`src/rtl/uart_tx_controller_if.sv`:
```
// rtl/uart_tx_controller_if.sv - host write handshake and status between host and uart_tx_controller
interface uart_tx_controller_if #(
  parameter int DATA_W = 8
);
  logic              Tx_EN;
  logic              Tx_WR;
  logic [DATA_W-1:0] Tx_DATA;
  logic [2:0]        baud_select;
  logic              Tx_BUSY;
  logic              Tx_DONE;

  modport master (
    output Tx_EN, Tx_WR, Tx_DATA, baud_select,
    input  Tx_BUSY, Tx_DONE
  );

  modport slave (
    input  Tx_EN, Tx_WR, Tx_DATA, baud_select,
    output Tx_BUSY, Tx_DONE
  );
endinterface

```
`src/rtl/uart_tx_controller.sv`:
```
// rtl/uart_tx_controller.sv - UART transmit sequencer: start, LSB-first data, optional parity, stop
// Optional even parity bit compiled in with `define UART_TX_PARITY_EN.
module uart_tx_controller #(
  parameter int         DATA_W       = 8,
  parameter int         OVERSAMPLE   = 16,
  parameter logic [2:0] DEFAULT_BAUD = 3'b111
) (
  input  logic                clk,
  input  logic                reset,
  input  logic                sample_ENABLE,
  uart_tx_controller_if.slave host,
  output logic [2:0]          baud_sel_out,
  output logic                TxD
);

  localparam int TICK_W = (OVERSAMPLE > 1) ? $clog2(OVERSAMPLE) : 1;
  localparam int BIT_W  = (DATA_W > 1) ? $clog2(DATA_W) : 1;

  typedef enum logic [2:0] {
    S_IDLE,
    S_START,
    S_DATA,
`ifdef UART_TX_PARITY_EN
    S_PARITY,
`endif
    S_STOP
  } state_e;

  state_e              state_q, state_d;
  logic [TICK_W-1:0]   tick_q, tick_d;
  logic [BIT_W-1:0]    bit_q, bit_d;
  logic [DATA_W-1:0]   shift_q, shift_d;
  logic [2:0]          baud_q, baud_d;
  logic                txd_q, txd_d;
  logic                busy_q, busy_d;
  logic                done_q, done_d;
  logic                bit_end;
`ifdef UART_TX_PARITY_EN
  logic                parity_q, parity_d;
`endif

  always_comb begin
    state_d = state_q;
    tick_d  = tick_q;
    bit_d   = bit_q;
    shift_d = shift_q;
    baud_d  = baud_q;
    done_d  = 1'b0;
`ifdef UART_TX_PARITY_EN
    parity_d = parity_q;
`endif
    bit_end = sample_ENABLE && (tick_q == TICK_W'(OVERSAMPLE - 1));

    // Ticks only count once a frame is under way; the acceptance cycle's tick is dropped.
    if (state_q != S_IDLE && sample_ENABLE) begin
      tick_d = bit_end ? '0 : tick_q + TICK_W'(1);
    end

    case (state_q)
      S_IDLE: begin
        if (host.Tx_EN && host.Tx_WR) begin
          shift_d = host.Tx_DATA;
          baud_d  = host.baud_select;
          tick_d  = '0;
          state_d = S_START;
`ifdef UART_TX_PARITY_EN
          parity_d = ^host.Tx_DATA;
`endif
        end
      end
      S_START: begin
        if (bit_end) begin
          state_d = S_DATA;
          bit_d   = '0;
        end
      end
      S_DATA: begin
        if (bit_end) begin
          shift_d = shift_q >> 1;
          bit_d   = bit_q + BIT_W'(1);
          if (bit_q == BIT_W'(DATA_W - 1)) begin
`ifdef UART_TX_PARITY_EN
            state_d = S_PARITY;
`else
            state_d = S_STOP;
`endif
          end
        end
      end
`ifdef UART_TX_PARITY_EN
      S_PARITY: begin
        if (bit_end) state_d = S_STOP;
      end
`endif
      S_STOP: begin
        if (bit_end) begin
          state_d = S_IDLE;
          done_d  = 1'b1;
        end
      end
      default: state_d = S_IDLE;
    endcase

    // Line level is decoded from the next state so TxD stays a plain register.
    case (state_d)
      S_START:  txd_d = 1'b0;
      S_DATA:   txd_d = shift_d[0];
`ifdef UART_TX_PARITY_EN
      S_PARITY: txd_d = parity_d;
`endif
      default:  txd_d = 1'b1;
    endcase
    busy_d = (state_d != S_IDLE);
  end

  always_ff @(posedge clk) begin
    if (!reset) begin
      state_q <= S_IDLE;
      tick_q  <= '0;
      bit_q   <= '0;
      shift_q <= '0;
      baud_q  <= DEFAULT_BAUD;
      txd_q   <= 1'b1;
      busy_q  <= 1'b0;
      done_q  <= 1'b0;
`ifdef UART_TX_PARITY_EN
      parity_q <= 1'b0;
`endif
    end else begin
      state_q <= state_d;
      tick_q  <= tick_d;
      bit_q   <= bit_d;
      shift_q <= shift_d;
      baud_q  <= baud_d;
      txd_q   <= txd_d;
      busy_q  <= busy_d;
      done_q  <= done_d;
`ifdef UART_TX_PARITY_EN
      parity_q <= parity_d;
`endif
    end
  end

  assign TxD          = txd_q;
  assign baud_sel_out = baud_q;
  assign host.Tx_BUSY = busy_q;
  assign host.Tx_DONE = done_q;

endmodule
```
`src/flat_wrapper.sv`:
```
// flat-port wrapper written by rule: the top's interface ports become plain ports
module uart_tx_controller_flat 
#(
  parameter int         DATA_W       = 8,
  parameter int         OVERSAMPLE   = 16,
  parameter logic [2:0] DEFAULT_BAUD = 3'b111
)
  (clk, reset, sample_ENABLE, baud_sel_out, TxD, host_Tx_EN, host_Tx_WR, host_Tx_DATA, host_baud_select, host_Tx_BUSY, host_Tx_DONE);
  uart_tx_controller_if #(.DATA_W(DATA_W)) host_i ();
  input  logic clk;
  input  logic reset;
  input  logic sample_ENABLE;
  output logic [2:0] baud_sel_out;
  output logic TxD;
  input wire logic [$bits(host_i.Tx_EN)-1:0] host_Tx_EN;
  input wire logic [$bits(host_i.Tx_WR)-1:0] host_Tx_WR;
  input wire logic [$bits(host_i.Tx_DATA)-1:0] host_Tx_DATA;
  input wire logic [$bits(host_i.baud_select)-1:0] host_baud_select;
  output wire logic [$bits(host_i.Tx_BUSY)-1:0] host_Tx_BUSY;
  output wire logic [$bits(host_i.Tx_DONE)-1:0] host_Tx_DONE;
  assign host_i.Tx_EN = host_Tx_EN;
  assign host_i.Tx_WR = host_Tx_WR;
  assign host_i.Tx_DATA = host_Tx_DATA;
  assign host_i.baud_select = host_baud_select;
  assign host_Tx_BUSY = host_i.Tx_BUSY;
  assign host_Tx_DONE = host_i.Tx_DONE;
  uart_tx_controller #(.DATA_W(DATA_W), .OVERSAMPLE(OVERSAMPLE), .DEFAULT_BAUD(DEFAULT_BAUD)) u_core (.clk(clk), .reset(reset), .sample_ENABLE(sample_ENABLE), .host(host_i), .baud_sel_out(baud_sel_out), .TxD(TxD));
endmodule
```
`config.mk`:
```
export PLATFORM = sky130hd
export DESIGN_NAME = uart_tx_controller_flat
export DESIGN_NICKNAME = d
export VERILOG_FILES = /design/src/rtl/uart_tx_controller_if.sv /design/src/rtl/uart_tx_controller.sv /design/src/flat_wrapper.sv
export SDC_FILE = /design/constraint.sdc
export NUM_CORES = 1
export LEC_CHECK = 0
export ABC_AREA = 1
export ABC_CLOCK_PERIOD_IN_PS = 1400
export BUFFER_PORTS_ARGS = -buffer_cell sky130_fd_sc_hd__buf_2
export CORE_MARGIN = 2
export CORE_UTILIZATION = 53
export CTS_CLUSTER_SIZE = 25
export DETAILED_ROUTE_END_ITERATION = 10
export PLACE_DENSITY_LB_ADDON = 0.2
export SYNTH_ARGS = -nofsm -noshare
export SYNTH_HDL_FRONTEND = slang
export SYNTH_SLANG_ARGS = --single-unit
```
`constraint.sdc`:
```
create_clock -name clk -period 1.4 [get_ports clk]
set_input_delay 0.14 -clock clk [delete_from_list [all_inputs] [get_ports clk]]
set_output_delay 0.14 -clock clk [all_outputs]
set_load 0.1 [all_outputs]
```
== Yosys cells after proc, flatten, opt, wreduce, memory -nomap -nowiden ==
Cells that the tools add are included.

* Add/subtract/negate cells: 2
* Equal/unequal tests: 10
* Muxes and demuxes: 18
* Reduce and logical (&&, ||, !) cells: 12

{| class="wikitable"
|+ Operators by type and width
! cell !! number
|-
| two-way mux 3 bit || 7
|-
| two-way mux 4 bit || 4
|-
| two-way mux 8 bit || 2
|-
| one-hot mux 8 bit (2 select lines) || 1
|-
| one-hot mux 3 bit (4 select lines) || 1
|-
| equality test 3 x 2 -> 1 bit, second input constant || 3
|-
| equality test 3 x 1 -> 1 bit, second input constant || 2
|-
| != test 2 x 1 -> 1 bit, second input constant || 3
|-
| one-hot mux 3 bit (2 select lines) || 1
|-
| AND reduction 3 bit || 2
|-
| nonzero test 3 bit || 2
|-
| adder 4 x 1 -> 4 bit, second input constant || 1
|-
| equality test 4 bit, second input constant || 1
|-
| AND reduction 2 bit || 2
|-
| nonzero test 2 bit || 2
|-
| adder 3 x 1 -> 3 bit, second input constant || 1
|-
| equality test 3 bit, second input constant || 1
|-
| logical AND 1 bit || 3
|-
| logical NOT 3 bit || 1
|-
| one-hot mux 1 bit (2 select lines) || 1
|-
| two-way mux 1 bit || 1
|}

* Bits in registers: 24
* Bits of input ports: 16
* Output and inout bits: 6
* Word-level logic and storage cells: 51

== Longest topological paths before layout ==
Gate-level depths: netlist of the first run.

* Word-level depth: 6
* Gate-level depth with buffers: 10
* Mapped depth without buffers: 9

== Least setup slack after synthesis of the first run ==
No wires, ideal clock.

* Path kind: reg2reg
* From: register u_core.tick_q[0]
* To: register u_core.txd_q, in the netlist u_core.TxD
* Setup time: 0.113 ns
* Data arrival time: 1.112 ns
* Required time: 1.287 ns
* Setup slack: 0.175 ns
* Stages on the path, launching flop included: 11
* Buffers on the path: 1
* Period minus slack after synthesis: 1.225 ns
* Cell sequence: dfxtp_1 > ha_1 > nand2_1 > inv_1 > nand2_2 > nor2_8 > buf_12 > nand2_2 > nand2_1 > nor2_1 > nand2_1

* Longest elaborated chain between the ends: 6
* Elaborated cells between the ends (all ways): 11
* Those cells by class: eq/ne (3); mux (7); reduce/logical (1)

{| class="wikitable"
|+ RTL lines
! item !! RTL line !! source
|-
| start: declaration || uart_tx_controller.sv:30 || <nowiki>logic [TICK_W-1:0] tick_q, tick_d;</nowiki>
|-
| start signal: assignment || uart_tx_controller.sv:131 || <nowiki>tick_q <= tick_d;</nowiki>
|-
| equality test 4 bit (*) || uart_tx_controller.sv:52 || <nowiki>bit_end = sample_ENABLE && (tick_q == TICK_W'(OVERSAMPLE - 1));</nowiki>
|-
| logical AND 1 bit (*) || uart_tx_controller.sv:52 ||
|-
| two-way mux 3 bit, on equally long branches || uart_tx_controller.sv:96, uart_tx_controller.sv:78, uart_tx_controller.sv:72 ||
|-
| one-hot mux 3 bit (4 select lines) || uart_tx_controller.sv:59 || <nowiki>case (state_q)</nowiki>
|-
| equality test 3 x 2 -> 1 bit or equality test 3 x 1 -> 1 bit (tied branches) || uart_tx_controller.sv:105 || <nowiki>case (state_d)</nowiki>
|-
| one-hot mux 1 bit (2 select lines) (*) || uart_tx_controller.sv:105 ||
|-
| end signal: assignment || uart_tx_controller.sv:135 || <nowiki>txd_q <= txd_d;</nowiki>
|-
| end: declaration || uart_tx_controller.sv:34 || <nowiki>logic txd_q, txd_d;</nowiki>
|}

Mark *: on every way between the ends. The rest lies on a longest branch, timed or not. The select of a mux whose other input is x is not followed.
A chain may end at the register's enable or synchronous reset.

== Final worst setup path of the first run ==
* From: register u_core.tick_q[1]
* To: register u_core.shift_q[6]

* Longest elaborated chain between the ends: 4

{| class="wikitable"
|+ RTL lines
! item !! RTL line !! source
|-
| equality test 4 bit || uart_tx_controller.sv:52 ||
|-
| logical AND 1 bit || uart_tx_controller.sv:52 ||
|-
| != test 2 x 1 -> 1 bit (no line) || -- ||
|-
| AND reduction 3 bit (no line) || -- ||
|-
| end signal: assignment || uart_tx_controller.sv:133 || <nowiki>shift_q <= shift_d;</nowiki>
|-
| end: declaration || uart_tx_controller.sv:32 || <nowiki>logic [DATA_W-1:0] shift_q, shift_d;</nowiki>
|}

Every way passes these cells.

==> results of run 1 <==
## cell type report
cell class / instances / area share
clock buffer: 3 / 0.01626
sequential: 24 / 0.3514
inverter: 14 / 0.04155
tap: 27 / 0.02439
multi-input combinational: 110 / 0.4652
timing repair buffer: 24 / 0.1012
## flip-flops by register name, indices dropped and copies added, names as in the netlist
signal	count
u_core.host.Tx_BUSY	1
u_core.shift_q	8
u_core.bit_q	3
u_core.host.Tx_DONE	1
u_core.state_q	3
u_core.baud_sel_out	3
u_core.TxD	1
u_core.tick_q	4
## power breakdown
part           switching, W  total (W)  internal, W
clock              0.000189   0.000290     0.000101
sequential        0.0000166   0.000721     0.000705
combinational      0.000123   0.000173    0.0000500
total              0.000329    0.00118     0.000855
## routing by layer
metal,up-vias,wire [µm],GRT usage
met5,-,0,0
met4,0,24,0.06757
met3,2,86,0.03801
met2,18,1126,0.3052
met1,453,1098,0.2389
li1,536,-,-
## kinds of logic (layout without fill, tap and decap cells)
kind of cell | after synthesis | in the layout | synth area share
and+or+nand+nor | 79 | 79 | 0.3323
AOI/OAI and AO/OA | 26 | 26 | 0.1458
DFF | 24 | 24 | 0.4116
buffers and inverters | 16 | 41 | 0.06753
adders and majority gates | 3 | 3 | 0.03216
other | 1 | 1 | 0.003212
xor gates and xnor gates | 1 | 1 | 0.007504
## worst max-delay path, stage by stage (launching register included)
cell	delay, ns
dfxtp_4	0.38
ha_4	0.15
nand2_4	0.07
inv_4	0.07
nand2_4	0.07
nor2_8	0.19
buf_12	0.15
a21oi_2	0.05
a21oi_1	0.13
## worst max path at each step
stage / cells past startpoint / start / to / slack (ns)
after floorplan: 10 / u_core.tick_q[0]$_SDFF_PN0_ / u_core.TxD$_SDFF_PN1_ / 0.17
after global placement: 6 / u_core.tick_q[1]$_SDFF_PN0_ / u_core.host.Tx_BUSY$_SDFF_PN0_ / 0.07
after detailed placement: 8 / u_core.tick_q[1]$_SDFF_PN0_ / u_core.TxD$_SDFF_PN1_ / 0.02
after CTS: 8 / u_core.tick_q[1]$_SDFF_PN0_ / u_core.shift_q[1]$_SDFFE_PN0P_ / -0.004
after global routing: 8 / u_core.tick_q[1]$_SDFF_PN0_ / u_core.shift_q[3]$_SDFFE_PN0P_ / -0.01
final: 8 / u_core.tick_q[1]$_SDFF_PN0_ / u_core.shift_q[6]$_SDFFE_PN0P_ / 0.08
## stage by stage
stage	power, W	hold slack, ns	cells
2_1_floorplan	0.0008552	0.2241	150
3_3_place_gp	0.0008972	0.3370	197
3_5_place_dp	0.0009025	0.3521	197
4_1_cts	0.001190	0.01809	200
5_1_grt	0.001243	0.03444	202
6_report	0.001184	0.02437	202
## timing repair
action | in CTS | in global routing
gates cloned | 0 | 0
setup endpoints to repair | 2 | 12
setup buffers | 0 | 2
gates resized for setup | 1 | 13
pin swaps | 0 | 6
## synthesized netlist by cell type (2+ instances only)
master   number  share of area
a21oi_1      11          0.047
a21oi_2       9          0.068
dfxtp_1      24           0.41
ha_1          3          0.032
inv_1        11          0.035
inv_2         2         0.0064
nand2_1      39           0.13
nand2_2       5          0.027
nand2_4       2          0.019
nand3_1      10          0.043
nor2_1       16          0.051
nor2_4        2          0.019
o21ai_0       3          0.013
==> results_dict.tcl, run 1 <==
set metrics [dict create \
    status "completed" \
    post-route-util 0.6850 \
    ff_latch_area_um2 486.7 \
    r2r_setup_slack_ns 0.08 \
    num_antenna_cells 0 \
    fin_tns_setup_ns 0 \
    grt_pass1_wl_mm 3.622 \
    place_congestion 0.8591 \
    worstSetupPathType "register to register" \
    path_clk_slew_ns 0.12 \
    synth_area_um2 1167 \
    leakage_nw 0.6646 \
    startpoint_type "register" \
    initial_core_util 0.5774 \
    setup_slack_ns 0.08358 \
    ys_seq_area_frac 0.4116 \
    firstDrtPassIters 4 \
    max-clock-path-buffers 2 \
    core-area_um2 2022 \
    grt_max_degree 15 \
    ios 22 \
    die-width_um 50.93 \
    max_freq_mhz 759.6 \
    grt_overflow_total 0 \
    drv_slew 0 \
    synth_warnings 0 \
    fin_crit_sh 0.9403 \
    syn_inst 150 \
    nNetsFinal 196 \
    dieArea_um2 2594 \
    vias_per_cell 4.995 \
    antenna_found_initial 0 \
    cts_sinks 24 \
    clockRootBuffer "clkbuf_4" \
    clock_skew_ns 0.002763 \
    drt_iter0_drc 22 \
    postCtsHoldBufs 0 \
    reg2reg_to "u_core.shift_q[6]$_SDFFE_PN0P_" \
    fin_crit_ns 1.316 \
    syn_nets 169 \
    powerDensity_nw_per_um2 854.8 \
    syn_to_final_growth_pct 18.65 \
    wire_per_inst_um 11.56 \
    die_h_um 50.93 \
    cts_buffers 3 \
    r2r_start "u_core.tick_q[1]$_SDFF_PN0_" \
    setup_viol 0 \
    grt_pass1_vias 891 \
    final_hold_viol_count 0 \
    synth.avg_cell_area_um2 7.782 \
    synth-edff-count 0 \
    holdPathStages 3 \
    tritoncts "built" \
    port_buffers 21 \
    worst-r2r-cell-count 8 \
    drive_gt1_frac 0.3371 \
    ys_types 26 \
    num_vias 1009 \
    endpoint_kind "register" \
    synth_ff_type "dfxtp_1" \
    finalWirelength_mm 2.335 \
    std_cell_rows 16 \
    holdPathEnd "u_core.baud_sel_out[0]$_SDFFE_PN1P_" \
    async_reset_ff_frac 0 \
    ys_ff_latch 24 \
    fill_cells 172 \
    antenna_left 0 \
    drv_cap 0 \
    layout_commonest_cell "nand2_1" \
    stdcell_area_um2 1385 \
    dp_hpwl_mm 1.654 \
    h-tree-depth 1 \
    multiInputGateArea_um2 644.4 \
    min_from "host_baud_select[0]" \
    cp_max_fo 6 \
    clock_latency_ns 0.31 \
    hold_path.class "input pin to register" \
    arrival_ns 1.56 \
    dp_slack_ns 0.01601 \
    drc_errors 0 \
    grt_usage 0.1853 \
    final_cell_mix "nand2_1 (38), buf_2 (21), dfxtp_1 (21)" \
    peakVddDrop_mv 0.6716 \
    post_dp_cell_area_um2 1303 \
    crit_required_ns 1.64 \
]
No activity file was read; power rests on OpenSTA's default activity.
==> inputs of run 2 (changes only) <==
Settings changed: ABC_CLOCK_PERIOD_IN_PS 1400 to 1300.
Clock period 1.4 ns to 1.3 ns, I/O delays scaled along.
==> run 2 against run 1 <==
  * The flow now finishes with violations (hold timing, setup timing)
  * Global-route usage grew 3.5 points
  * Sequential power grew 8.2%
  * Fmax shrank 0.85%
  * Clock-buffer cell count grew 1
  * Sequential cell count is the same
  * Non-clock buffer count grew 7
  * Die area is the same
  * Critical endpoint is now u_core.shift_q[4]$_SDFFE_PN0P_
  * Largest power group unchanged
==> results_dict.tcl, run 2 (synthesis results as in run 1) <==
set metrics [dict create \
    nNetsFinal 203 \
    tritoncts "built" \
    grt_max_degree 15 \
    initial_core_util 0.5774 \
    grt_usage 0.2207 \
    std_cell_rows 16 \
    cts_sinks 24 \
    clock_latency_ns 0.32 \
    fill_cells 165 \
    grt_pass1_vias 1008 \
    arrival_ns 1.57 \
    seqPwrFrac 0.565 \
    path_clk_slew_ns 0.13 \
    worstSetupPathType "register to register" \
    swShare 0.2772 \
    dieArea_um2 2594 \
    die-width_um 50.93 \
    setup_viol 1 \
    wire_per_inst_um 12.82 \
    pwr-share-clk 0.288 \
    regMostFlops "u_core.shift_q" \
    die_h_um 50.93 \
    antenna_left 0 \
    antenna_found_initial 0 \
    max-clock-path-buffers 2 \
    cts_buffers 3 \
    setup_slack_ns -0.02773 \
    status "finished with violations" \
    fin_crit_ns 1.328 \
    endpoint_kind "register" \
    clockRootBuffer "clkbuf_4" \
    drive_gt1_frac 0.4098 \
    dp_hpwl_mm 1.847 \
    drt_iter0_drc 31 \
    num_vias 1083 \
    reg.largest.list "u_core.shift_q (8), u_core.tick_q (4)" \
    port_buffers 21 \
    worst_slew_pin_slew_ns 0.5031 \
    p_int_w 0.0009969 \
    whs_ns -0.006172 \
    ff_latch_area_um2 485.5 \
    p_total_w 0.001379 \
    hold_path.class "input pin to register" \
    final_cell_mix "nand2_1 (36), buf_2 (21), dfxtp_1 (20)" \
    drv_cap 0 \
    place_inst 200 \
    rsz0062_at_grt "yes" \
    peakVddDrop_mv 0.6741 \
    largest_reg_flops 8 \
    switchingPower_w 0.0003824 \
    fin_crit_sh 1.021 \
    cp_max_fo 7 \
    combPwrFrac 0.147 \
    layoutNonFillerInstCount 210 \
    grt_overflow_total 0 \
    startpoint_type "register" \
    drv_slew 0 \
    finalWirelength_mm 2.692 \
    num_antenna_cells 0 \
    vias_per_cell 5.157 \
    powerDensity_nw_per_um2 928.7 \
    crit_required_ns 1.54 \
    final_hold_viol_count 1 \
    ios 22 \
    leakage_nw 0.7184 \
    violations "hold timing, setup timing" \
    place_congestion 0.9069 \
    multiInputGateArea_um2 675.6 \
    max_freq_mhz 753.2 \
    clock_skew_ns 0.009626 \
    grt_pass1_wl_mm 4.243 \
    h-tree-depth 1 \
    core-area_um2 2022 \
    worst_slew_margin_rel 0.6642 \
    postCtsHoldBufs 0 \
    firstDrtPassIters 5 \
    syn_to_final_growth_pct 27.22 \
    drc_errors 0 \
    layout_commonest_cell "nand2_1" \
]
[run 2: cell count changes in the layout (fill, tap and decap cells not counted), sizes merged]
cell,delta
clkbuf,+1
buf,+7
[run 2: repair_timing]
item,4_1_cts,5_1_grt
setup endpoints to repair,15,16
setup buffers,5,1
pin swaps,5,5
gates resized for setup,10,14
[run 2: power by group through the flow]
stage	Sequential (W)	Combinational (W)	Clock [W]
floorplan	0.000843	0.0000784	0
global placement	0.000790	0.000180	0
detailed placement	0.000792	0.000186	0
CTS	0.000778	0.000197	0.000394
global route	0.000782	0.000221	0.000426
finish	0.000780	0.000203	0.000397
[run 2: per-layer routing]
layer  track usage  vias up  wire (µm)
li1              -      550          -
met1        0.2587      508       1163
met2        0.3831       21       1384
met3       0.04094        4        103
met4        0.1081        0         40
met5             0        -          0
[run 2: worst max-delay path: stages (launching register included)]
cell	delay [ns]
dfxtp_1	0.40
nand2_1	0.13
inv_1	0.12
nand2_4	0.08
nor2_8	0.18
buf_12	0.15
a21oi_2	0.05
a21oi_1	0.14
[run 2: cell type report]
class	count	share of cell area
flip-flops and latches	24	0.3269
well taps	27	0.02275
inverters	14	0.03875
repair buffers	31	0.1323
multi-input cells	110	0.4549
clock buffers	4	0.02443
[run 2: stage by stage]
| step | instance area [µm²] | setup WS (ns) | util | TNS (ns) |
|---|---|---|---|---|
| 3_3_place_gp | 1325 | -0.01408 | 0.6553 | -0.02624 |
| 6_report | 1485 | -0.02773 | 0.7345 | -0.02773 |
| 2_1_floorplan | 1167 | 0.07460 | - | 0 |
| 4_1_cts | 1433 | 0.002737 | 0.7085 | 0 |
| 5_1_grt | 1485 | -0.07905 | 0.7345 | -0.5753 |
| 3_5_place_dp | 1325 | -0.1454 | 0.6553 | -0.8873 |
[run 2: final timing paths]
check        slack, ns  cells after the start                             endpoint                                 from
max              -0.03                      7       u_core.shift_q[4]$_SDFFE_PN0P_          u_core.tick_q[3]$_SDFF_PN0_
min             -0.006                      3  u_core.baud_sel_out[0]$_SDFFE_PN1P_                  host_baud_select[0]
max reg2reg      -0.03                      7       u_core.shift_q[4]$_SDFFE_PN0P_          u_core.tick_q[3]$_SDFF_PN0_
min reg2reg       0.49                      2  u_core.baud_sel_out[1]$_SDFFE_PN1P_  u_core.baud_sel_out[1]$_SDFFE_PN1P_
==> inputs of run 3 (changes only) <==
Settings changed: CAP_MARGIN from default to 20, CORE_UTILIZATION 53 to 56, CTS_BUF_LIST from default to sky130_fd_sc_hd__clkbuf_8, CTS_CLUSTER_SIZE 25 to 20.
==> run 3 against run 2 <==
  * The run now ends clean
  * Clock power grew 5.3%
  * Core utilization rose by 0.65 points
  * Power up 0.69%
  * Sequential cell count stayed put
  * Worst hold slack better by 0.069 ns
  * Critical endpoint unchanged
  * Largest power group unchanged
==> results_dict.tcl, run 3 (synthesis results as in run 1) <==
set metrics [dict create \
    status "completed" \
    max_freq_mhz 796.8 \
    clock_skew_ns 0.002487 \
    cp-startpoint "u_core.tick_q[1]$_SDFF_PN0_" \
    drive_gt1_frac 0.3889 \
    grt_pass1_wl_mm 3.843 \
    post-route-util 0.7411 \
    syn_to_final_growth_pct 24.54 \
    firstDrtPassIters 4 \
    port_buffers 21 \
    antenna_found_initial 0 \
    ios 22 \
    r2r_setup_slack_ns 0.04 \
    min_from "host_baud_select[0]" \
    largest_reg_flops 8 \
    drv_cap 0 \
    grt_overflow_total 0 \
    die-width_um 49.66 \
    max-clock-path-buffers 2 \
    grt_pass1_vias 940 \
    postCtsHoldBufs 0 \
    fill_cells 160 \
    setup_viol 0 \
    holdPathStages 3 \
    grt_max_degree 15 \
    hold_path.class "input pin to register" \
    reg.largest.list "u_core.shift_q (8), u_core.tick_q (4)" \
    vias_per_cell 4.995 \
    cp_max_fo 7 \
    core-area_um2 1962 \
    endpoint_kind "register" \
    nNetsFinal 201 \
    worstSetupPathType "register to register" \
    dp_hpwl_mm 1.615 \
    tritoncts "built" \
    holdPathEnd "u_core.baud_sel_out[0]$_SDFFE_PN1P_" \
    drt_iter0_drc 32 \
    layout_commonest_cell "nand2_1" \
    multiInputGateArea_um2 655.6 \
    place_congestion 0.8773 \
    cts_sinks 24 \
    whs_ns 0.06255 \
    final_cell_mix "nand2_1 (35), buf_2 (21), dfxtp_1 (19)" \
    path_clk_slew_ns 0.08 \
    leakage_nw 0.7014 \
    crit_required_ns 1.49 \
    drv_slew 0 \
    powerDensity_nw_per_um2 955.3 \
    initial_core_util 0.5950 \
    peakVddDrop_mv 0.7445 \
    h-tree-depth 1 \
    worst-r2r-cell-count 8 \
    reg2reg_to "u_core.shift_q[4]$_SDFFE_PN0P_" \
    clock_latency_ns 0.26 \
    fin_crit_ns 1.255 \
    ff_latch_area_um2 486.7 \
    drc_errors 0 \
    grt_usage 0.1976 \
    antenna_left 0 \
    dieArea_um2 2466 \
    final_hold_viol_count 0 \
    clockRootBuffer "clkbuf_8" \
    startpoint_type "register" \
    cts_buffers 3 \
    regMostFlops "u_core.shift_q" \
    arrival_ns 1.44 \
    rsz0062_at_grt "yes" \
    die_h_um 49.66 \
    fin_crit_sh 0.9654 \
    r2r_start "u_core.tick_q[1]$_SDFF_PN0_" \
    finalWirelength_mm 2.276 \
    wire_per_inst_um 11.00 \
    num_antenna_cells 0 \
    num_vias 1034 \
    std_cell_rows 16 \
]
==> run 3: cell types whose count changed in the layout (fill, tap and decap cells not counted), moves of 2 or more <==
cell,previous run,this run
clkbuf_8,1,3
clkbuf_4,3,0
buf_4,8,6
a21oi_1,7,9
==> run 3: per-stage QoR <==
stage	TNS (ns)	instance area, µm²	setup WS (ns)	cells	power [W]
after floorplan	0	1167	0.07460	150	0.0009210
after global placement	-0.005514	1333	-0.004935	201	0.0009723
after detailed placement	-0.07766	1333	-0.03753	201	0.0009766
after CTS	0	1414	0.007057	206	0.001392
after global routing	-0.2269	1454	-0.04478	207	0.001442
final	0	1454	0.04494	207	0.001389
==> run 3: how the worst max path moves through the flow <==
| stage | slack [ns] | cells past startpoint | endpoint |
|---|---|---|---|
| global placement | -0.005 | 6 | u_core.host.Tx_BUSY$_SDFF_PN0_ |
| floorplan | 0.07 | 10 | u_core.TxD$_SDFF_PN1_ |
| global route | -0.04 | 8 | u_core.shift_q[6]$_SDFFE_PN0P_ |
| detailed placement | -0.04 | 8 | u_core.TxD$_SDFF_PN1_ |
| finish | 0.04 | 8 | u_core.shift_q[4]$_SDFFE_PN0P_ |
| CTS | 0.007 | 7 | u_core.shift_q[6]$_SDFFE_PN0P_ |
==> run 3: report_power, final <==
part | switching, W | leakage, nW | internal (W)
Sequential | 0.0000174 | 0.197 | 0.000760
Combinational | 0.000133 | 0.483 | 0.0000608
Clock | 0.000211 | 0.0216 | 0.000207
Total | 0.000362 | 0.701 | 0.00103
==> run 3: final cells by class <==
class                           instances  share of cell area
Tap cell                               27             0.02324
Multi-Input combinational cell        110              0.4509
Sequential cell                        24              0.3348
Inverter                               14             0.03787
Clock buffer                            3             0.02840
Timing Repair Buffer                   29              0.1248
==> run 3: layer usage <==
metal  GRT usage  vias up  share of wire
li1            -      544              -
met1      0.2706      447           0.48
met2      0.3044       37           0.45
met3     0.03030        6          0.052
met4     0.09259        0          0.018
met5           0        -              0
==> run 3: worst max-delay path, cell delays in order (launching register included) <==
cell     delay [ns]
dfxtp_2        0.36
ha_4           0.15
nand2_4        0.06
inv_2          0.07
nand2_4        0.06
nor2_8         0.18
buf_12         0.15
a21oi_2        0.05
a21oi_1        0.11
==> run 3: what timing repair did <==
item | CTS | global route
gates resized for setup | 8 | 11
endpoints found under the setup margin | 6 | 12
setup buffers | 2 | 1
pin swaps | 2 | 5
